### config.mk
export PLATFORM = sky130hd
export DESIGN_NAME = uart_tx_ctrl
export DESIGN_NICKNAME = d
export VERILOG_FILES = /design/src/rtl/uart_pkg.sv /design/src/rtl/uart_baud_gen.sv /design/src/rtl/uart_tx_ctrl.sv
export SDC_FILE = /design/constraint.sdc
export NUM_CORES = 1
export LEC_CHECK = 0
export ABC_AREA = 1
export CAP_MARGIN = 40
export CORE_AREA = 2 2 103 80
export CTS_BUF_LIST = sky130_fd_sc_hd__clkbuf_8 sky130_fd_sc_hd__clkbuf_16
export CTS_CLUSTER_DIAMETER = 80
export DETAILED_ROUTE_END_ITERATION = 10
export DIE_AREA = 0 0 105 82
export GPL_TIMING_DRIVEN = 0
export PLACE_DENSITY_LB_ADDON = 0.1
export SYNTH_ARGS = -nofsm -noshare
export SYNTH_HDL_FRONTEND = slang
export SYNTH_HIERARCHICAL = 1
export SYNTH_SLANG_ARGS = --single-unit
### constraint.sdc
create_clock -name clk -period 2.8 [get_ports clk]
set_clock_uncertainty 0.2 [all_clocks]
set_input_delay 0.28 -clock clk [delete_from_list [all_inputs] [get_ports clk]]
set_output_delay 0.28 -clock clk [all_outputs]
set_load 0.02 [all_outputs]
### src/rtl/uart_pkg.sv
// Shared definitions for the UART transmitter and (later) receiver:
// parity mode codes and the frame FSM state encoding.
package uart_pkg;

    localparam logic [1:0] PAR_NONE = 2'b00;
    localparam logic [1:0] PAR_EVEN = 2'b01;
    localparam logic [1:0] PAR_ODD  = 2'b10;

    typedef enum logic [2:0] {
        S_IDLE   = 3'd0,
        S_START  = 3'd1,
        S_DATA   = 3'd2,
        S_PARITY = 3'd3,
        S_STOP   = 3'd4
    } uart_state_e;

    // Mode 2'b11 is an alias for no parity.
    function automatic logic parity_enabled(input logic [1:0] mode);
        return (mode == PAR_EVEN) || (mode == PAR_ODD);
    endfunction

endpackage

### src/rtl/uart_baud_gen.sv
// Bit-period generator: latches the divisor on load and pulses tick on the
// last clock of every bit period while enabled.
module uart_baud_gen #(
    parameter int DIV_W = 16
) (
    input  logic             clk,
    input  logic             rst,
    input  logic             en,
    input  logic             load,
    input  logic [DIV_W-1:0] div,
    output logic             tick
);

    logic [DIV_W-1:0] r_div;
    logic [DIV_W-1:0] r_cnt;
    logic             w_terminal;

    assign w_terminal = (r_cnt == r_div);

    // Tick is deliberately not gated by load: the caller derives load from it.
    assign tick = en && w_terminal;

    always_ff @(posedge clk) begin
        if (rst) begin
            r_div <= DIV_W'(1);
            r_cnt <= '0;
        end else if (load) begin
            // Divisors 0 and 1 both give the two-clock minimum bit period.
            r_div <= (div < DIV_W'(2)) ? DIV_W'(1) : div;
            r_cnt <= '0;
        end else if (en) begin
            if (w_terminal) begin
                r_cnt <= '0;
            end else begin
                r_cnt <= r_cnt + 1'b1;
            end
        end
    end

endmodule

### src/rtl/uart_tx_ctrl.sv
// Parametrised UART transmitter with a one-word holding register so that
// back-to-back frames leave the pin with no idle gap.
module uart_tx_ctrl
    import uart_pkg::*;
#(
    parameter int DATA_W = 8,
    parameter int DIV_W  = 16
) (
    input  logic              clk,
    input  logic              rst,
    input  logic [DIV_W-1:0]  baud_div,
    input  logic [1:0]        parity_mode,
    input  logic              stop_two,
    input  logic [DATA_W-1:0] tx_data,
    input  logic              tx_valid,
    output logic              tx_ready,
    output logic              rs232_tx,
    output logic              tx_done,
    output logic              busy,
    output logic              bit_tick
);

    localparam int IDX_W = $clog2(DATA_W);

    uart_state_e       r_state;
    logic [DATA_W-1:0] r_hold;
    logic              r_hold_full;
    logic [DATA_W-1:0] r_shift;
    logic [IDX_W-1:0]  r_bit_idx;
    logic              r_par_en;
    logic              r_par_bit;
    logic              r_stop_two;
    logic              r_stop_idx;
    logic              r_tx;

    logic              w_tick;
    logic              w_busy;
    logic              w_accept;
    logic              w_frame_end;
    logic              w_load;

    assign w_busy      = (r_state != S_IDLE);
    assign w_accept    = tx_valid && !r_hold_full;
    assign w_frame_end = (r_state == S_STOP) && w_tick && (r_stop_idx || !r_stop_two);
    // A held word starts a frame from IDLE or straight out of the final stop bit.
    assign w_load      = r_hold_full && ((r_state == S_IDLE) || w_frame_end);

    uart_baud_gen #(
        .DIV_W (DIV_W)
    ) u_baud_gen (
        .clk  (clk),
        .rst  (rst),
        .en   (w_busy),
        .load (w_load),
        .div  (baud_div),
        .tick (w_tick)
    );

    always_ff @(posedge clk) begin
        if (rst) begin
            r_state     <= S_IDLE;
            r_hold      <= '0;
            r_hold_full <= 1'b0;
            r_shift     <= '0;
            r_bit_idx   <= '0;
            r_par_en    <= 1'b0;
            r_par_bit   <= 1'b0;
            r_stop_two  <= 1'b0;
            r_stop_idx  <= 1'b0;
            r_tx        <= 1'b1;
        end else begin
            if (w_accept) begin
                r_hold <= tx_data;
            end

            if (w_load) begin
                // Move uses the old hold content; a same-edge accept keeps it full.
                r_hold_full <= w_accept;
                r_shift     <= r_hold;
                r_par_en    <= parity_enabled(parity_mode);
                r_par_bit   <= (^r_hold) ^ (parity_mode == PAR_ODD);
                r_stop_two  <= stop_two;
                r_stop_idx  <= 1'b0;
                r_bit_idx   <= '0;
                r_tx        <= 1'b0;
                r_state     <= S_START;
            end else begin
                if (w_accept) begin
                    r_hold_full <= 1'b1;
                end

                case (r_state)
                    S_IDLE: begin
                        r_tx <= 1'b1;
                    end
                    S_START: begin
                        if (w_tick) begin
                            r_tx      <= r_shift[0];
                            r_shift   <= r_shift >> 1;
                            r_bit_idx <= '0;
                            r_state   <= S_DATA;
                        end
                    end
                    S_DATA: begin
                        if (w_tick) begin
                            if (r_bit_idx == IDX_W'(DATA_W - 1)) begin
                                if (r_par_en) begin
                                    r_tx    <= r_par_bit;
                                    r_state <= S_PARITY;
                                end else begin
                                    r_tx       <= 1'b1;
                                    r_stop_idx <= 1'b0;
                                    r_state    <= S_STOP;
                                end
                            end else begin
                                r_tx      <= r_shift[0];
                                r_shift   <= r_shift >> 1;
                                r_bit_idx <= r_bit_idx + 1'b1;
                            end
                        end
                    end
                    S_PARITY: begin
                        if (w_tick) begin
                            r_tx       <= 1'b1;
                            r_stop_idx <= 1'b0;
                            r_state    <= S_STOP;
                        end
                    end
                    S_STOP: begin
                        if (w_frame_end) begin
                            r_tx    <= 1'b1;
                            r_state <= S_IDLE;
                        end else if (w_tick) begin
                            r_stop_idx <= 1'b1;
                        end
                    end
                    default: begin
                        r_tx    <= 1'b1;
                        r_state <= S_IDLE;
                    end
                endcase
            end
        end
    end

    assign rs232_tx = r_tx;
    assign tx_ready = !r_hold_full;
    assign busy     = w_busy;
    assign bit_tick = w_tick;
    assign tx_done  = w_frame_end;

endmodule

== Word-level counts from Yosys, hierarchy flattened ==
Cells that the tools add are included.

* Reduce and logical (&&, ||, !) cells: 24
* Add/sub/neg operators: 2
* Order comparisons: 1
* Bitwise logic cells: 2
* Muxes and demuxes: 35
* Equality and inequality tests: 24

{| class="wikitable"
|+ Operators with widths
! operator !! count
|-
| $mux W16 || 2
|-
| $mux W8 || 4
|-
| $mux W3 || 9
|-
| $ne A2 B2 Y1 const B || 9
|-
| $ne A3 B2 Y1 const B || 6
|-
| $add A16 B1 Y16 const B || 1
|-
| $eq A16 B16 Y1 || 1
|-
| $lt A16 B2 Y1 const B || 1
|-
| $pmux W8 S2 || 1
|-
| $mux W1 || 15
|-
| $pmux W3 S5 || 1
|-
| $reduce_and A4 Y1 || 3
|-
| $reduce_and A6 Y1 || 2
|-
| $reduce_bool A3 Y1 || 3
|-
| $reduce_xor A8 Y1 || 1
|-
| $reduce_and A7 Y1 || 1
|-
| $eq A3 B2 Y1 const B || 2
|-
| $eq A3 B3 Y1 const B || 2
|-
| $pmux W3 S2 || 1
|-
| $logic_and A1 B1 Y1 || 5
|-
| $pmux W1 S4 || 1
|-
| $reduce_bool A2 Y1 || 2
|-
| $add A3 B1 Y3 const B || 1
|-
| $eq A3 B1 Y1 const B || 1
|-
| other kinds (10) || 13
|}

* Output and inout bits: 5
* Word-level logic and storage cells: 101
* Register bits: 60
* Bits of input ports: 30

== Depth between registers and ports, before layout ==
Gate-level depths: netlist (run 1).

* Word-level depth: 8
* Depth in mapped cells: 19
* Depth with buffers taken out: 17

== Cells and area by module ==
The synthesis (run 1) kept the hierarchy.

{| class="wikitable"
|+ Modules (own cells, without submodules)
! module !! sequential area each (um^2) !! cells an instance !! area an instance (um^2) !! instances
|-
| uart_baud_gen || 640.6 || 296 || 1864.3 || 1
|-
| uart_tx_ctrl || 560.5 || 220 || 1497.7 || 1
|}

== Worst setup path before layout (run 1) ==
No wires, ideal clock.

* Kind: reg-to-reg
* Start: register r_state[0]
* End: register u_baud_gen.r_div[11]
* Data required time: 2.524 ns
* Stages on the path, launching flop included: 19
* Setup slack: -0.174 ns
* Setup time: 0.076 ns
* Arrival time: 2.698 ns
* Period minus slack after synthesis: 2.974 ns
* Buffers on the path: 2
* Path through: dfxtp_1 inv_2 nand3_2 buf_4 nand2_1 nor2_1 nand2_1 nor2_1 nand3_1 inv_1 inv_1 a21oi_1 nand2_2 a21oi_2 inv_1 nor2_1 inv_1 clkbuf_1 o22ai_1

* Cells in the longest elaborated chain, start to end: 6
* Elaborated cells between the ends (all ways): 8
* Classes of those cells: eq/ne: 1; reduce/logical: 7

{| class="wikitable"
|+ Ends and longest elaborated chain
! what !! line !! text
|-
| start, declared || uart_tx_ctrl.sv:25 || <nowiki>uart_state_e r_state;</nowiki>
|-
| start signal, assigned || uart_tx_ctrl.sv:61 || <nowiki>r_state <= S_IDLE;</nowiki>
|-
| start signal, assigned || uart_tx_ctrl.sv:86 || <nowiki>r_state <= S_START;</nowiki>
|-
| start signal, assigned || uart_tx_ctrl.sv:101 || <nowiki>r_state <= S_DATA;</nowiki>
|-
| $reduce_bool A3 Y1 || uart_tx_ctrl.sv:42 || <nowiki>assign w_busy = (r_state != S_IDLE);</nowiki>
|-
| via busy || uart_tx_ctrl.sv:19 || <nowiki>output logic busy,</nowiki>
|-
| $logic_and A1 B1 Y1 || uart_baud_gen.sv:21 || <nowiki>assign tick = en && w_terminal;</nowiki>
|-
| via bit_tick || uart_tx_ctrl.sv:20 || <nowiki>output logic bit_tick</nowiki>
|-
| $logic_and A1 B1 Y1 (2 in series) || uart_tx_ctrl.sv:44 || <nowiki>assign w_frame_end = (r_state == S_STOP) && w_tick && (r_stop_idx || !r_stop_two);</nowiki>
|-
| $logic_or A1 B1 Y1 || uart_tx_ctrl.sv:46 || <nowiki>assign w_load = r_hold_full && ((r_state == S_IDLE) || w_frame_end);</nowiki>
|-
| $logic_and A1 B1 Y1 || uart_tx_ctrl.sv:46 ||
|-
| via w_load || uart_tx_ctrl.sv:40 || <nowiki>logic w_load;</nowiki>
|-
| end signal, assigned || uart_baud_gen.sv:29 || <nowiki>r_div <= (div < DIV_W'(2)) ? DIV_W'(1) : div;</nowiki>
|-
| end, declared || uart_baud_gen.sv:14 || <nowiki>logic [DIV_W-1:0] r_div;</nowiki>
|}

The timed path passes the listed nets, and every way through them passes these cells.
A chain may end at the register's enable or synchronous reset.

== Final worst setup path (run 1) ==
* Start: register r_state[1]
* End: output bit_tick

* Cells in the longest elaborated chain, start to end: 2

{| class="wikitable"
|+ Ends and longest elaborated chain
! what !! line
|-
| $reduce_bool A3 Y1 || uart_tx_ctrl.sv:42
|-
| $logic_and A1 B1 Y1 || uart_baud_gen.sv:21
|-
| end, declared || uart_tx_ctrl.sv:20
|}

No other way between the ends.

==> impl_metrics.toml, run 1 <==
[run_status]
status = "complete, no violations"

[worst_setup_path]
reg2reg_from = "r_state[1]"
reg2reg_depth = 18
cp.arrival_ns = 2.14
cp_max_fo = 5
r2r_end = "u_baud_gen/r_div[13]"
crit_path_end_kind = "output port"
critPathKind = "register to output port"
required_ns = 2.32
start_kind = "register"
rrSetupSlack_ns = 0.26

[detailed_routing]
drtPass1Iterations = 4
vias_per_cell = 4.75
drc = 0
ant_nets = 0
dr_total_vias = 3222
avgRoutedWirePerCell_um = 12.6
postRouteWirelength_um = 8580
drt_iter0_drc = 168

[layout]
final_nets = 603
fin_area_um2 = 4120
n_antenna_cell = 0
area_delta_synth_final_pct = 22.5
drive_gt1_share_pct = 14.0
utilization_pct = 53.9

[sta]
post-route-min-period_ns = 2.62
hold_slack_ns = 0.277
fmax_mhz = 382
tightestPinTransition_ns = 0.542
hold_viol_final = 0
setup_violations = 0
slew_headroom_pct = 63.9
slew_viol_final = 0
finalWorstSetupSlack_ns = 0.183
period_share_pct = 93.5

[grt]
gr-total-overflow = 0
antenna_found_initial = 0
grtUsageMet2_pct = 31.7
grt_pass1_vias = 2968
grt_busiest_layer = "met2"
grt_pass1_wl_um = 14300
use_met3_pct = 6.43
gr-usage-met1_pct = 30.5
grt_max_degree = 11
grt_usage_pct = 21.4

[run]
maxCapViolCount = 0

[min_path]
hold_end = "rs232_tx"
hp-class = "register to register"
hold_start = "rs232_tx"
hold_depth = 2

[clock_network]
clk_pin_slew_worst_paths_ns = 0.07
cts_made_buffers = 9
cts_hold_buf = 0
cts_tree = "done"
clockBufferDepth = 2
clk_latency_ns = 0.34
root_buffer = "clkbuf_8"
htree_levels = 3
clkSinkCount = 60

[logic_synthesis]
synth-edff-count = 0
synthArstFlopShare_pct = 0
syn_area_um2 = 3360
yosys.area.top_type = "dfxtp_1"
synth.distinct_cells = 35
ys_warn_count = 6
yosys.area.top_type_share_pct = 35.7
synth_most_common_cell = "nand2_1"
synth_ff_type = "dfxtp_1"
syn_avg_cell_area_um2 = 6.52
synthCells = 516
synth-seq-cells = 60
yosys-top-cells-count = "nand2_1 (150), inv_1 (80), nor2_1 (64)"
ys_seq_area_share_pct = 35.7
ys_top_cells_by_area = "dfxtp_1 (36%), nand2_1 (17%), inv_1 (8.9%)"
syn_nets = 550

[floorplanning]
start_util_pct = 44.0
fp.dieH_um = 82
die_w_um = 105
ios = 35
dieArea_um2 = 8610
core.rowCount = 28
coreArea_um2 = 7640

[place]
dpl_worst_slack_ns = -0.599
gp_congestion = 0.910
placed_area_um2 = 3840
portBuffers = 34
dpl.hpwl_um = 6580

[power_and_ir_drop]
leakage_uw = 0.00195
cellPowerDensity_nw_per_um2 = 481
vdd_drop_max_uv = 241
==> cells by family after synthesis <==
| family | share of synthesized area (%) |
|---|---|
| and+or+nand+nor | 37.6 |
| buffers and inverters | 12.2 |
| AOI/OAI and AO/OA | 10.4 |
| DFF | 35.7 |
| xor gates and xnor gates | 2.61 |
| adders and majority gates | 1.49 |
==> power by group <==
group          switching [uW]  leakage, uW  internal [uW]
registers                31.9     0.000492            899
logic                     208      0.00136            155
clock network             330    0.0000976            355
==> state kept, by name, indices dropped and copies added (netlist names) <==
register,flops
u_baud_gen/r_div,16
rs232_tx,1
r_par_en,1
u_baud_gen/r_cnt,16
r_shift,8
r_stop_two,1
r_stop_idx,1
r_par_bit,1
r_bit_idx,3
r_hold,8
r_state,3
r_hold_full,1
==> layout by cell type, fill, tap and decap left out, types with 4 or more instances in the layout <==
cell	instances
nor3_1	5
clkdlybuf4s50_1	33
nor2_2	6
nor2_4	4
inv_2	13
o21bai_1	6
nand2_2	8
nor2_1	62
nand2_4	5
dfxtp_1	57
ha_1	4
clkbuf_8	11
xor2_1	8
inv_1	80
o21ai_0	18
nand3_1	22
o22ai_1	10
a21oi_1	21
buf_4	10
nand2_1	150
nand3_2	4
nand4_1	4
==> worst max-delay path: stages (launching register included) <==
cell,delay (ns)
dfxtp_4,0.37
inv_1,0.08
nand3_4,0.11
buf_8,0.10
nand2_1,0.04
nor2_1,0.09
nand2_1,0.07
nor2_2,0.14
nand3_2,0.10
inv_2,0.09
clkdlybuf4s50_1,0.60
==> stage by stage <==
stage | TNS, ns | total power, uW | std cells
2_1_floorplan | 0 | 1180 | 516
3_3_place_gp | -9.50 | 1290 | 655
4_1_cts | 0 | 2000 | 675
6_report | 0 | 1980 | 678
3_5_place_dp | -9.53 | 1290 | 655
5_1_grt | -0.0462 | 2090 | 678
==> repair_timing <==
action / CTS / global route
gates resized for setup: 13 / 12
buffers inserted: 5 / 3
pin swaps: 3 / 2
endpoints found under the setup margin: 38 / 26
==> layout make-up <==
cell class	instances	area (um^2)
sequential	60	1210
buffer	10	86.3
inverter	91	342
timing repair buffer	42	395
clock buffer	11	151
clock inverter	4	17.5
tap	105	131
multi-input combinational	355	1780
fill	805	3520
==> worst max path at each step <==
stage	startpoint	to	slack, ns
6_report	r_state[1]	bit_tick	0.18
5_1_grt	r_state[1]	u_baud_gen/r_div[11]	-0.01
4_1_cts	r_state[0]	tx_done	0.03
3_5_place_dp	r_state[1]	u_baud_gen/r_div[7]	-0.60
3_3_place_gp	r_state[1]	u_baud_gen/r_div[14]	-0.59
2_1_floorplan	r_state[1]	u_baud_gen/r_div[11]	0.02
==> metal layers <==
metal	wire (um)	up-vias
met5	0	-
met4	90	0
met1	4570	1438
met3	571	8
li1	-	1703
met2	3340	73
Note: power is estimated with default switching activity, not from simulation.
==> inputs of run 2 (changes only) <==
--- a/config.mk
+++ b/config.mk
@@ -14,6 +14,7 @@
 export DIE_AREA = 0 0 105 82
 export GPL_TIMING_DRIVEN = 0
 export PLACE_DENSITY_LB_ADDON = 0.1
+export SETUP_SLACK_MARGIN = 0.05
 export SYNTH_ARGS = -nofsm -noshare
 export SYNTH_HDL_FRONTEND = slang
 export SYNTH_HIERARCHICAL = 1
==> impl_metrics.toml, run 2 (synthesis gave the netlist of run 1 again) <==
[power_and_ir_drop]
leakage_uw = 0.00202
vdd_drop_max_uv = 237
p_seq_share_pct = 42.9
switching_share_pct = 27.2
power_frac_comb_pct = 17.4
p_clk_share_pct = 39.7
power.switching_uw = 592
intPower_uw = 1580
cellPowerDensity_nw_per_um2 = 514

[sta]
post-route-min-period_ns = 2.55
fmax_mhz = 392
finalWorstSetupSlack_ns = 0.251
tightestPinTransition_ns = 0.476
slew_headroom_pct = 68.3
rsz0062_at_grt = "true"
period_share_pct = 91.0
slew_viol_final = 0
setup_violations = 0
hold_viol_final = 0

[worst_setup_path]
rrSetupSlack_ns = 0.25
crit_path_end_kind = "register"
crit_buf_inv = 6
required_ns = 2.84
slowest_delay_ns = 0.37
cp_slowest_cell = "dfxtp_4"
critPathKind = "register to register"
cp.arrival_ns = 2.59
reg2reg_from = "r_state[1]"
critical-path-top-delay-family = "simple AND/OR/NAND/NOR gates"
worst_path_most_repeated_cell = "nand2_1"
r2r_end = "r_shift[2]"
cp_max_fo = 10
crit_path_cell_trace = "inv_1 > nand3_4 > buf_8 > nand2_1 > nor2_1 > nand2_1 > nor2_4 > nand3_2 > inv_2 > inv_1 > a21oi_2 > nand2_2 > buf_4 > nand2_2 > nand2_4 > nand2_4 > buf_8 > nand2_1 > nor2_2 > nor2_1"
start_kind = "register"
reg2reg_depth = 20

[min_path]
hold_start = "rs232_tx"
hp-class = "register to register"
hold_depth = 2
hold_end = "rs232_tx"

[grt]
grt_pass1_vias = 2869
grt_usage_pct = 20.9
grt_pass1_wl_um = 13800
grt_max_degree = 11
gr-total-overflow = 0
antenna_found_initial = 0

[clock_network]
clockBufferDepth = 2
cts_tree = "done"
clk_latency_ns = 0.34
root_buffer = "clkbuf_8"
cts_made_buffers = 9
clkSinkCount = 60
htree_levels = 3
cts_hold_buf = 0
clk_pin_slew_worst_paths_ns = 0.07

[layout]
final_nets = 609
area_delta_synth_final_pct = 25.8
largestRegisters = "u_baud_gen/r_cnt (16), u_baud_gen/r_div (16)"
nFillCells = 787
fin_area_um2 = 4230
n_antenna_cell = 0
final_common_cell = "nand2_1"
mostFrequentLayoutCells = "nand2_1 (150), inv_1 (78), nor2_1 (61)"
drive_gt1_share_pct = 15.3

[detailed_routing]
drc = 0
drtPass1Iterations = 4
postRouteWirelength_um = 8590
vias_per_cell = 4.77
avgRoutedWirePerCell_um = 12.5
dr_total_vias = 3270
drt_iter0_drc = 172
ant_nets = 0

[floorplanning]
dieArea_um2 = 8610
coreArea_um2 = 7640
die_w_um = 105
core.rowCount = 28
ios = 35
fp.dieH_um = 82
start_util_pct = 44.0

[place]
dpl_worst_slack_ns = -0.594
dpl.hpwl_um = 6350
placed_area_um2 = 3850
portBuffers = 34
gp_congestion = 0.953

[run_status]
status = "complete, no violations"

[run]
maxCapViolCount = 0
==> run 2: layer usage <==
metal / vias to the layer above / part of all wire (%) / routed length, um / track usage, %
li1: 1715 / - / - / -
met1: 1474 / 52 / 4480 / 30.0
met2: 79 / 40 / 3470 / 30.5
met3: 2 / 7.2 / 616 / 6.98
met4: 0 / 0.31 / 27 / 3.60
met5: - / 0 / 0 / 0
==> run 2: area by class of cell <==
cell class	count	area, um^2	share of cell area [%]
buffer	10	96.3	2.28
clock buffer	10	138	3.25
clock inverter	6	78.8	1.86
inverter	91	342	8.08
multi-input combinational	355	1790	42.4
sequential	60	1210	28.6
tap	105	131	3.11
timing repair buffer	48	443	10.5
==> run 2: power by group through the flow <==
stage	sequential (uW)	clock, uW	combinational (uW)
after detailed placement	951	0	342
final	931	863	377
after CTS	932	885	357
after global placement	950	0	338
after global routing	936	921	422
after floorplan	946	0	231
==> run 2: worst min-delay path: cells and delay by family (launching register included) <==
kind	cells	cell delay, ns
flops	1	0.33
simple gates	2	0.12
==> run 2: per-stage QoR <==
step,TNS [ns],cells,total power [uW],hold WS [ns],util [%]
after floorplan,0,516,1180,0.193,-
after global placement,-10.35,655,1290,0.257,50.4
after detailed placement,-10.93,655,1290,0.263,50.4
after CTS,0,674,2170,0.278,54.0
after global routing,0,685,2280,0.301,55.4
final,0,685,2170,0.274,55.4
==> run 2: how the worst max path moves through the flow <==
stage,startpoint,endpoint,cells past startpoint
finish,r_state[1],r_shift[2],20
global route,r_state[1],u_baud_gen/r_cnt[3],19
CTS,r_state[0],tx_done,14
detailed placement,r_state[1],u_baud_gen/r_div[5],17
global placement,r_state[1],u_baud_gen/r_div[12],17
floorplan,r_state[1],u_baud_gen/r_div[11],18
==> run 2: timing repair <==
item	CTS	global route
hold endpoints to repair	0	0
pin swaps	2	3
endpoints found under the setup margin	51	36
buffers inserted	3	11
resized for setup	16	11
